[src/rtl/cdf_accum_ctrl_pkg.sv]
// Shared types, widths and default address map for the histogram-equalisation CDF stage.
// The scratch address and data widths are fixed here so the interface and top agree.
package cdf_accum_ctrl_pkg;

    localparam int unsigned ADDR_W        = 16;
    localparam int unsigned DATA_W        = 16;
    localparam int unsigned DEF_NUM_BINS  = 64;
    localparam int unsigned DEF_HIST_BASE = 0;
    localparam int unsigned DEF_CDF_BASE  = 64;
    localparam int unsigned DIV_OUT_BASE  = 128;
    localparam int unsigned DEF_RD_LAT    = 1;

    typedef logic [ADDR_W-1:0] addr_t;
    typedef logic [DATA_W-1:0] data_t;

    typedef enum logic [1:0] {
        ST_IDLE  = 2'd0,
        ST_RUN   = 2'd1,
        ST_DRAIN = 2'd2,
        ST_DONE  = 2'd3
    } cdf_state_e;

    typedef struct packed {
        addr_t addr;
        data_t data;
    } sc_wr_t;

    // Running-sum adder that clamps at all-ones instead of wrapping.
    function automatic data_t sat_add(input data_t a, input data_t b);
        logic [DATA_W:0] sum;
        sum = {1'b0, a} + {1'b0, b};
        return sum[DATA_W] ? '1 : sum[DATA_W-1:0];
    endfunction

endpackage

[src/rtl/cdf_accum_ctrl_if.sv]
// Control/scratch-memory bundle between the CDF accumulator and its neighbours.
interface cdf_accum_ctrl_if;
    import cdf_accum_ctrl_pkg::*;

    logic  start;
    data_t sc_rd_data;
    addr_t sc_rd_addr;
    logic  sc_rd_en;
    addr_t sc_wt_addr;
    data_t sc_wt_data;
    logic  sc_wt_en;
    logic  busy;
    logic  cdf_done;
    data_t cdf_min;
    data_t cdf_total;

    modport slave (
        input  start, sc_rd_data,
        output sc_rd_addr, sc_rd_en, sc_wt_addr, sc_wt_data, sc_wt_en,
               busy, cdf_done, cdf_min, cdf_total
    );

    modport master (
        output start, sc_rd_data,
        input  sc_rd_addr, sc_rd_en, sc_wt_addr, sc_wt_data, sc_wt_en,
               busy, cdf_done, cdf_min, cdf_total
    );
endinterface

[src/rtl/cdf_accum_ctrl_rd_valid_pipe.sv]
// Tracks outstanding scratch reads: the output bit marks read data valid RD_LAT cycles later.
module cdf_accum_ctrl_rd_valid_pipe #(
    parameter int unsigned RD_LAT = 1
) (
    input  logic clk,
    input  logic reset,
    input  logic vld_i,
    output logic vld_o,
    output logic busy_o
);

    logic [RD_LAT-1:0] pipe_q;

    always_ff @(posedge clk or posedge reset) begin
        if (reset) begin
            pipe_q <= '0;
        end else begin
            pipe_q[0] <= vld_i;
            for (int unsigned i = 1; i < RD_LAT; i++) begin
                pipe_q[i] <= pipe_q[i-1];
            end
        end
    end

    assign vld_o  = pipe_q[RD_LAT-1];
    assign busy_o = |pipe_q;

endmodule

[src/rtl/cdf_accum_ctrl.sv]
// Streams histogram bins from scratch memory, writes the saturating running sum (CDF) back,
// and reports the first non-zero CDF value and the total; cdf_done launches the divider.
module cdf_accum_ctrl
    import cdf_accum_ctrl_pkg::*;
#(
    parameter int unsigned NUM_BINS  = DEF_NUM_BINS,
    parameter int unsigned HIST_BASE = DEF_HIST_BASE,
    parameter int unsigned CDF_BASE  = DEF_CDF_BASE,
    parameter int unsigned RD_LAT    = DEF_RD_LAT
) (
    input  logic             clk,
    input  logic             reset,
    cdf_accum_ctrl_if.slave  bus
);

    localparam addr_t LAST_IDX = ADDR_W'(NUM_BINS - 1);
    localparam addr_t ALL_BINS = ADDR_W'(NUM_BINS);

    cdf_state_e state_q, state_d;
    addr_t      rd_cnt_q, rd_cnt_d, wt_cnt_q, wt_cnt_d;
    addr_t      rd_addr_q, rd_addr_d;
    data_t      acc_q, acc_d, min_q, min_d, total_q, total_d;
    sc_wr_t     wt_q, wt_d;
    logic       rd_en_q, rd_en_d, wt_en_q, wt_en_d;
    logic       busy_q, busy_d, done_q, done_d, found_q, found_d;
    logic       rd_vld, rd_pending;
    data_t      acc_n;

    cdf_accum_ctrl_rd_valid_pipe #(.RD_LAT(RD_LAT)) u_rd_valid_pipe (
        .clk    (clk),
        .reset  (reset),
        .vld_i  (rd_en_q),
        .vld_o  (rd_vld),
        .busy_o (rd_pending)
    );

    assign acc_n = sat_add(acc_q, bus.sc_rd_data);

    always_ff @(posedge clk or posedge reset) begin
        if (reset) state_q <= ST_IDLE;
        else       state_q <= state_d;
    end

    // The first read issues on the start edge, so RUN only covers the remaining bins.
    always_comb begin
        state_d = state_q;
        case (state_q)
            ST_IDLE:  if (bus.start) state_d = ST_RUN;
            ST_RUN:   if (rd_cnt_q == LAST_IDX) state_d = ST_DRAIN;
            ST_DRAIN: if (!rd_pending && !rd_en_q && !wt_en_q && (wt_cnt_q == ALL_BINS))
                          state_d = ST_DONE;
            ST_DONE:  state_d = ST_IDLE;
            default:  state_d = ST_IDLE;
        endcase
    end

    always_comb begin
        rd_en_d   = 1'b0;
        rd_addr_d = rd_addr_q;
        rd_cnt_d  = rd_cnt_q;
        wt_en_d   = 1'b0;
        wt_d      = wt_q;
        wt_cnt_d  = wt_cnt_q;
        acc_d     = acc_q;
        found_d   = found_q;
        min_d     = min_q;
        total_d   = total_q;
        busy_d    = (state_d != ST_IDLE);
        done_d    = (state_q == ST_DONE);

        case (state_q)
            ST_IDLE: begin
                if (bus.start) begin
                    acc_d     = '0;
                    min_d     = '0;
                    total_d   = '0;
                    found_d   = 1'b0;
                    wt_cnt_d  = '0;
                    rd_en_d   = 1'b1;
                    rd_addr_d = ADDR_W'(HIST_BASE);
                    rd_cnt_d  = ADDR_W'(1);
                end
            end
            ST_RUN: begin
                rd_en_d   = 1'b1;
                rd_addr_d = ADDR_W'(HIST_BASE) + rd_cnt_q;
                rd_cnt_d  = rd_cnt_q + ADDR_W'(1);
            end
            default: ;
        endcase

        // Returned bin: accumulate, then write the new CDF entry on the following cycle.
        if (rd_vld) begin
            acc_d   = acc_n;
            wt_en_d = 1'b1;
            wt_d    = '{addr: ADDR_W'(CDF_BASE) + wt_cnt_q, data: acc_n};
            wt_cnt_d = wt_cnt_q + ADDR_W'(1);
            if (!found_q && (acc_n != '0)) begin
                found_d = 1'b1;
                min_d   = acc_n;
            end
            if (wt_cnt_q == LAST_IDX) total_d = acc_n;
        end
    end

    always_ff @(posedge clk or posedge reset) begin
        if (reset) begin
            rd_en_q   <= 1'b0;
            rd_addr_q <= '0;
            rd_cnt_q  <= '0;
            wt_en_q   <= 1'b0;
            wt_q      <= '0;
            wt_cnt_q  <= '0;
            acc_q     <= '0;
            found_q   <= 1'b0;
            min_q     <= '0;
            total_q   <= '0;
            busy_q    <= 1'b0;
            done_q    <= 1'b0;
        end else begin
            rd_en_q   <= rd_en_d;
            rd_addr_q <= rd_addr_d;
            rd_cnt_q  <= rd_cnt_d;
            wt_en_q   <= wt_en_d;
            wt_q      <= wt_d;
            wt_cnt_q  <= wt_cnt_d;
            acc_q     <= acc_d;
            found_q   <= found_d;
            min_q     <= min_d;
            total_q   <= total_d;
            busy_q    <= busy_d;
            done_q    <= done_d;
        end
    end

    assign bus.sc_rd_en   = rd_en_q;
    assign bus.sc_rd_addr = rd_addr_q;
    assign bus.sc_wt_en   = wt_en_q;
    assign bus.sc_wt_addr = wt_q.addr;
    assign bus.sc_wt_data = wt_q.data;
    assign bus.busy       = busy_q;
    assign bus.cdf_done   = done_q;
    assign bus.cdf_min    = min_q;
    assign bus.cdf_total  = total_q;

endmodule
[src/flat_wrapper.sv]
// flat-port wrapper written by rule: the top's interface ports become plain ports
module cdf_accum_ctrl_flat import cdf_accum_ctrl_pkg::*;
#(
    parameter int unsigned NUM_BINS  = DEF_NUM_BINS,
    parameter int unsigned HIST_BASE = DEF_HIST_BASE,
    parameter int unsigned CDF_BASE  = DEF_CDF_BASE,
    parameter int unsigned RD_LAT    = DEF_RD_LAT
)
  (clk, reset, bus_start, bus_sc_rd_data, bus_sc_rd_addr, bus_sc_rd_en, bus_sc_wt_addr, bus_sc_wt_data, bus_sc_wt_en, bus_busy, bus_cdf_done, bus_cdf_min, bus_cdf_total);
  cdf_accum_ctrl_if bus_i ();
  input  logic clk;
  input  logic reset;
  input wire logic [$bits(bus_i.start)-1:0] bus_start;
  input wire logic [$bits(bus_i.sc_rd_data)-1:0] bus_sc_rd_data;
  output wire logic [$bits(bus_i.sc_rd_addr)-1:0] bus_sc_rd_addr;
  output wire logic [$bits(bus_i.sc_rd_en)-1:0] bus_sc_rd_en;
  output wire logic [$bits(bus_i.sc_wt_addr)-1:0] bus_sc_wt_addr;
  output wire logic [$bits(bus_i.sc_wt_data)-1:0] bus_sc_wt_data;
  output wire logic [$bits(bus_i.sc_wt_en)-1:0] bus_sc_wt_en;
  output wire logic [$bits(bus_i.busy)-1:0] bus_busy;
  output wire logic [$bits(bus_i.cdf_done)-1:0] bus_cdf_done;
  output wire logic [$bits(bus_i.cdf_min)-1:0] bus_cdf_min;
  output wire logic [$bits(bus_i.cdf_total)-1:0] bus_cdf_total;
  assign bus_i.start = bus_start;
  assign bus_i.sc_rd_data = bus_sc_rd_data;
  assign bus_sc_rd_addr = bus_i.sc_rd_addr;
  assign bus_sc_rd_en = bus_i.sc_rd_en;
  assign bus_sc_wt_addr = bus_i.sc_wt_addr;
  assign bus_sc_wt_data = bus_i.sc_wt_data;
  assign bus_sc_wt_en = bus_i.sc_wt_en;
  assign bus_busy = bus_i.busy;
  assign bus_cdf_done = bus_i.cdf_done;
  assign bus_cdf_min = bus_i.cdf_min;
  assign bus_cdf_total = bus_i.cdf_total;
  cdf_accum_ctrl #(.NUM_BINS(NUM_BINS), .HIST_BASE(HIST_BASE), .CDF_BASE(CDF_BASE), .RD_LAT(RD_LAT)) u_core (.clk(clk), .reset(reset), .bus(bus_i));
endmodule
[config.mk]
export PLATFORM = sky130hd
export DESIGN_NAME = cdf_accum_ctrl_flat
export DESIGN_NICKNAME = d
export VERILOG_FILES = /design/src/rtl/cdf_accum_ctrl_pkg.sv /design/src/rtl/cdf_accum_ctrl_if.sv /design/src/rtl/cdf_accum_ctrl_rd_valid_pipe.sv /design/src/rtl/cdf_accum_ctrl.sv /design/src/flat_wrapper.sv
export SDC_FILE = /design/constraint.sdc
export NUM_CORES = 1
export LEC_CHECK = 0
export BUFFER_PORTS_ARGS = -buffer_cell sky130_fd_sc_hd__buf_2
export CORE_UTILIZATION = 62
export CTS_CLUSTER_DIAMETER = 150
export DETAILED_ROUTE_END_ITERATION = 12
export PLACE_DENSITY = 0.86
export SLEW_MARGIN = 15
export SYNTH_ARGS = -nofsm -noshare
export SYNTH_HDL_FRONTEND = slang
export SYNTH_HIERARCHICAL = 1
export SYNTH_SLANG_ARGS = --single-unit
[constraint.sdc]
create_clock -name clk -period 6.7 [get_ports clk]
set_input_delay 1.34 -clock clk [delete_from_list [all_inputs] [get_ports clk]]
set_output_delay 1.34 -clock clk [all_outputs]
set_load 0.01 [all_outputs]
==> reports/qor.csv, run 1 <==
metric,value,unit
status,completed,
grt ovf,0,
max_cap viols,0,
Synth cell types,58,
antenna violations before repair,0,
gpl congestion,0.878,
synthesized area per cell,9.40,sq um
Seq cells post-synth,136,
deepest level of the CTS H-tree,4,
Total Nets Final,864,
Root Buffer,clkbuf_8,
drt wl/cell,18.1,microns
Tot Pwr,0.00363,W
die height,108,microns
total CTS buffers,17,
number of global-route vias before repair,5582,
Post-Synthesis Cells,739,
Initial Utilization,63.8,%
layout cell share with drive strength beyond 1,21.3,%
final wirelength,17600,microns
CP arrival,4.54,ns
Comb pwr share,40.1,%
Post-DP Area,7510,sq um
Synth area leader,dfrtp_1,
unrepaired setup endpoints after global routing,no,
post-synthesis cell area,6950,sq um
Diodes inserted,0,
Worst R2R Setup Slack,3.14,ns
"CP delay by family, top",compound AO/OA/AOI/OAI gates,
total die area,11600,sq um
total setup buffers inserted after CTS,0,
Static Leakage,3.77,nW
Core ar.,10900,sq um
ys async rst share,100,%
clock share of power,24.4,%
top cell type's share of synthesized area,49.0,%
Resize count post-CTS,0,
register area share after synthesis,49.0,%
total global-route track usage,31.7,%
Crit Path Category,in2reg,
CP Buf/Inv Count,1,
drt drc,0,
Ys Warns,6,
hold_buf cts,0,
"Clk pin slew, worst setup/hold paths",0.06,ns
first-pass GRT wire length,28300,microns
vias after detailed routing,5977,
Max Clk Rate,245,MHz
most frequent cells in the layout,"dfrtp_1 (135), nand2_1 (107), buf_2 (102), o21ai_0 (60), nor2_1 (57)",
# setup viols final,0,
Tightest Pin Transition,1.00,ns
syn_nets,781,
final hold vios,0,
I/O Buffers,102,
setup TNS,0,ns
"final std cell area, no fill",8080,sq um
"Top FF cell, synth",dfrtp_1,
dpl cells,943,
Iter 0 DRT Violations,634,
Clock Tree Buf Depth,2,
CP peak stage delay,0.57,ns
CP endpoint kind,register,
worst rel slew slack,33.1,%
row cnt,38,
largest net degree at the start of global routing,83,
# IOs,103,
"Top cell by count, worst path",a211oi_2,
Worst-Skew Late Latency,0.54,ns
Crit Path Max Fanout,15,
top post-synthesis cells by area,"dfrtp_1 (49%), nand2_1 (5.8%), o21ai_0 (4.3%)",
drt via density,6.13,
Power Internal,0.00216,W
fin cells,975,
Tcrit/Tclk final,61.0,%
Critical Path RT,7.15,ns
Startpoint Class,input pin,
slowest CP cell,a31oi_4,
Die Width,108,microns
pwr/cell area,449,nW/um^2
sequential power share,35.5,%
CTS tree,done,
# clock sinks,136,
Switch Pwr,0.00147,W
Area growth syn-to-layout,16.3,%
"Min Clock Period, post-route",4.09,ns
post-route setup slack,2.61,ns
Peak VDD IR,0.295,mV
Sw Ratio,40.6,%
post-place setup slack,1.96,ns
Final Skew,0.00802,ns
post-DP HPWL,11800,microns
class of the worst hold path,reg2reg,
Pre-antenna DRT Iters,6,
CP Cell Sequence,buf_2 > ha_1 > fa_1 > a211oi_2 > o21a_1 > a2111oi_4 > a211oi_2 > a2111oi_2 > and4b_2 > a31oi_4 > mux2i_1,
"most common cell after layout, fill and taps aside",dfrtp_1,
Post-synth EDFFs,0,
post-route ant nets,0,
Pins Over Slew Limit,0,
## power groups by stage
stage	logic (W)	clock network, W	registers, W
3_5_place_dp	0.00140	0	0.00129
6_report	0.00146	0.000886	0.00129
5_1_grt	0.00160	0.000929	0.00132
3_3_place_gp	0.00135	0	0.00128
2_1_floorplan	0.000976	0	0.00129
4_1_cts	0.00143	0.000893	0.00128
## layer usage
metal | wire length, microns | up-vias | track usage (%)
met4 | 310 | 0 | 10.5
met5 | 0 | - | 0
met3 | 1180 | 29 | 5.63
met2 | 8370 | 282 | 50.0
met1 | 7740 | 2905 | 44.5
li1 | - | 2761 | -
## cells in the mapped netlist, types with 8 or more instances
cell,n
xnor2_1,16
a22o_1,15
o21ai_2,9
ha_1,22
a21oi_1,40
xor2_1,13
dfrtp_1,136
o21ai_1,22
nand2_1,108
and3_1,8
o211ai_1,10
nand3_1,36
clkbuf_1,36
o21ai_0,60
or2_2,8
mux2i_1,10
nor2_1,57
inv_1,20
## cell type report
class                   count  area, sq um
flip-flops and latches    136         3410
repair buffers            108          556
clock buffers              19          442
inverters                  20         77.6
fillers                   735         2810
clock inverters            13          120
multi-input cells         539         3300
well taps                 140          175
## path summary, 6_finish.rpt
path | start | to | cells past startpoint
hold reg to reg | u_core/bus.sc_rd_en$_DFF_PP0_ | u_core/u_rd_valid_pipe/busy_o$_DFF_PP0_ | 0
max in group asynchronous | reset | u_core/acc_q[14]$_DFFE_PP0P_ | 3
setup / recovery | bus_sc_rd_data[0] | u_core/bus.cdf_min[10]$_DFF_PP0_ | 11
hold / removal | u_core/bus.sc_rd_en$_DFF_PP0_ | u_core/u_rd_valid_pipe/busy_o$_DFF_PP0_ | 0
setup reg to reg | u_core/acc_q[0]$_DFFE_PP0P_ | u_core/bus.cdf_min[10]$_DFF_PP0_ | 10
min in group asynchronous | reset | u_core/u_rd_valid_pipe/busy_o$_DFF_PP0_ | 2
## sequential cells by signal (all words and copies together) (netlist names)
register	count
u_core/bus.sc_rd_addr	16
u_core/bus.cdf_min	16
u_core/wt_cnt_q	16
u_core/bus.sc_rd_en	1
u_core/bus.cdf_total	16
u_core/bus.sc_wt_data	16
u_core/u_rd_valid_pipe/busy_o	1
u_core/bus.cdf_done	1
u_core/rd_cnt_q	16
u_core/bus.busy	1
u_core/bus.sc_wt_en	1
u_core/acc_q	16
u_core/state_q	2
u_core/bus.sc_wt_addr	16
u_core/found_q	1
## through the flow
step                hold WS (ns)  util, %
global route               0.469     74.2
floorplan                  0.435        -
detailed placement         0.435     69.0
CTS                        0.448     74.1
global placement           0.412     69.0
finish                     0.444     74.2
## kinds of logic after synthesis
group / synth area share (%)
XOR/XNOR: 3.89
AO/OA/AOI/OAI: 18.7
AND/OR/NAND/NOR: 17.9
multiplexers: 2.58
flip-flops: 49.0
adder cells (fa/ha/maj): 4.25
buffers and inverters: 3.69
(Power assumes the default switching activity.)
==> inputs of run 2 (changes only) <==
- CORE_UTILIZATION: 62 -> 57
- PLACE_DENSITY: 0.86 -> 0.8
- clock period: 6.7 -> 3.8 ns (I/O delays scaled with it)
==> run 2 against run 1 <==
Net effect: sequential power increased by 76%; clock power increased by 90%; first-iteration DRC count decreased by 8.5%; utilization decreased by 4.0 points; critical path type unchanged; critical endpoint unchanged; largest cell class unchanged.
==> reports/qor.csv, run 2 (synthesis gave the netlist of run 1 again) <==
metric,value,unit,change
"most common cell after layout, fill and taps aside",dfrtp_1,,
Final Skew,0.0123,ns,+0.00433 ns
hold_buf cts,0,,unchanged
# setup viols final,0,,unchanged
Pins Over Slew Limit,0,,unchanged
unrepaired setup endpoints after global routing,no,,
drt wl/cell,18.1,microns,+0.19%
final hold vios,0,,unchanged
Clock Tree Buf Depth,2,,unchanged
Initial Utilization,59.6,%,-4.2 points
"final std cell area, no fill",8180,sq um,+1.3%
Static Leakage,3.81,nW,+1.3%
Max Clk Rate,281,MHz,
max_cap viols,0,,unchanged
Total Nets Final,871,,+0.81%
Diodes inserted,0,,unchanged
slowest CP cell,a31oi_4,,
Tightest Pin Transition,0.995,ns,-0.00773 ns
CP Cell Sequence,buf_2 > ha_1 > fa_1 > a211oi_2 > o21ai_1 > o211a_1 > o211ai_1 > a2111oi_2 > and4b_2 > a31oi_4 > mux2i_1,,
gpl congestion,0.965,,+9.9%
Crit Path Category,in2reg,,
Worst R2R Setup Slack,0.31,ns,-2.83 ns
antenna violations before repair,0,,unchanged
status,completed,,
CP peak stage delay,0.57,ns,about the same
# IOs,103,,unchanged
post-place setup slack,-0.0594,ns,-2.02 ns
Tcrit/Tclk final,93.8,%,
final wirelength,17800,microns,+1.2%
most frequent cells in the layout,"dfrtp_1 (135), nand2_1 (107), buf_2 (102), o21ai_0 (60), nor2_1 (57)",,
die height,112,microns,+4.2%
"Min Clock Period, post-route",3.56,ns,
layout cell share with drive strength beyond 1,21.9,%,+0.54 points
Resize count post-CTS,0,,unchanged
Peak VDD IR,0.496,mV,+68%
CP arrival,3.90,ns,-0.64 ns
final core utilization,70.2,%,-4.0 points
number of global-route vias before repair,5730,,+2.7%
Die Width,112,microns,+4.2%
total setup buffers inserted after CTS,0,,unchanged
total global-route track usage,29.8,%,-1.9 points
Iter 0 DRT Violations,580,,-8.5%
"Clk pin slew, worst setup/hold paths",0.06,ns,about the same
class of the worst hold path,in2async,,
pwr/cell area,804,nW/um^2,+79%
largest net degree at the start of global routing,77,,-7.2%
total CTS buffers,17,,unchanged
row cnt,39,,+2.6%
post-route ant nets,0,,unchanged
worst rel slew slack,33.4,%,+0.28 points
drt drc,0,,unchanged
Crit Path Max Fanout,15,,unchanged
total die area,12600,sq um,+8.6%
Post-DP Area,7580,sq um,+0.93%
CP endpoint kind,register,,
Area growth syn-to-layout,17.8,%,
post-DP HPWL,12400,microns,+5.2%
Critical Path RT,4.13,ns,-3.02 ns
post-route setup slack,0.235,ns,-2.38 ns
vias after detailed routing,5988,,+0.18%
I/O Buffers,102,,unchanged
first-pass GRT wire length,29200,microns,+2.9%
Root Buffer,clkbuf_16,,
deepest level of the CTS H-tree,4,,unchanged
grt ovf,0,,unchanged
CTS tree,done,,
Core ar.,11700,sq um,+7.1%
Pre-antenna DRT Iters,5,,-1
# clock sinks,136,,unchanged
Startpoint Class,input pin,,
drt via density,6.08,,-0.83%
Worst-Skew Late Latency,0.42,ns,-0.12 ns
run 2: cell count changes in the layout (fill, tap and decap cells not counted), moves of 2 or more:
cell,previous run,this run
bufinv_16,1,3
buf_4,6,12
inv_6,2,4
clkbuf_8,3,0
run 2: final timing paths:
path / start / endpoint / cells after the start
max: bus_sc_rd_data[0] / u_core/bus.cdf_min[10]$_DFF_PP0_ / 11
min: reset / u_core/u_rd_valid_pipe/busy_o$_DFF_PP0_ / 2
max reg2reg: u_core/acc_q[0]$_DFFE_PP0P_ / u_core/bus.cdf_min[10]$_DFF_PP0_ / 10
min reg2reg: u_core/bus.sc_rd_en$_DFF_PP0_ / u_core/u_rd_valid_pipe/busy_o$_DFF_PP0_ / 0
max in group asynchronous: reset / u_core/bus.sc_wt_data[10]$_DFFE_PP0P_ / 3
min in group clk: u_core/bus.sc_rd_en$_DFF_PP0_ / u_core/u_rd_valid_pipe/busy_o$_DFF_PP0_ / 0
run 2: power breakdown:
group          internal [W]  total (W)  switching [W]
Clock               0.00104    0.00168       0.000643
Combinational       0.00106    0.00263        0.00157
Sequential          0.00188    0.00227       0.000384
Total               0.00398    0.00658        0.00260
run 2: stage by stage:
step / cells / setup TNS (ns) / power, W / hold slack, ns
after floorplan: 739 / 0 / 0.00399 / 0.435
after global placement: 953 / 0 / 0.00472 / 0.416
after detailed placement: 953 / -0.181 / 0.00485 / 0.412
after CTS: 985 / 0 / 0.00656 / 0.179
after global routing: 985 / 0 / 0.00699 / 0.185
final: 985 / 0 / 0.00658 / 0.196
run 2: area by class of cell:
cell class	instances	area, sq um
timing repair buffer	115	621
clock buffer	18	429
clock inverter	14	173
inverter	20	78.8
tap	143	179
fill	896	3480
multi-input combinational	539	3290
sequential	136	3410
run 2: worst max-delay path, delay by kind of cell:
kind                     cells  cell delay, ns
AO/OA/AOI/OAI                6            1.77
adder cells (fa/ha/maj)      2            0.67
AND/OR/NAND/NOR              1            0.30
multiplexers                 1            0.28
buffers and inverters        1            0.10
run 2: per-layer routing:
layer | vias to the layer above | routed length [microns] | GRT usage, %
met5 | - | 0 | 0
met4 | 0 | 311 | 10.6
met3 | 28 | 1280 | 6.97
met2 | 264 | 8330 | 45.8
met1 | 2915 | 7900 | 41.7
li1 | 2781 | - | -
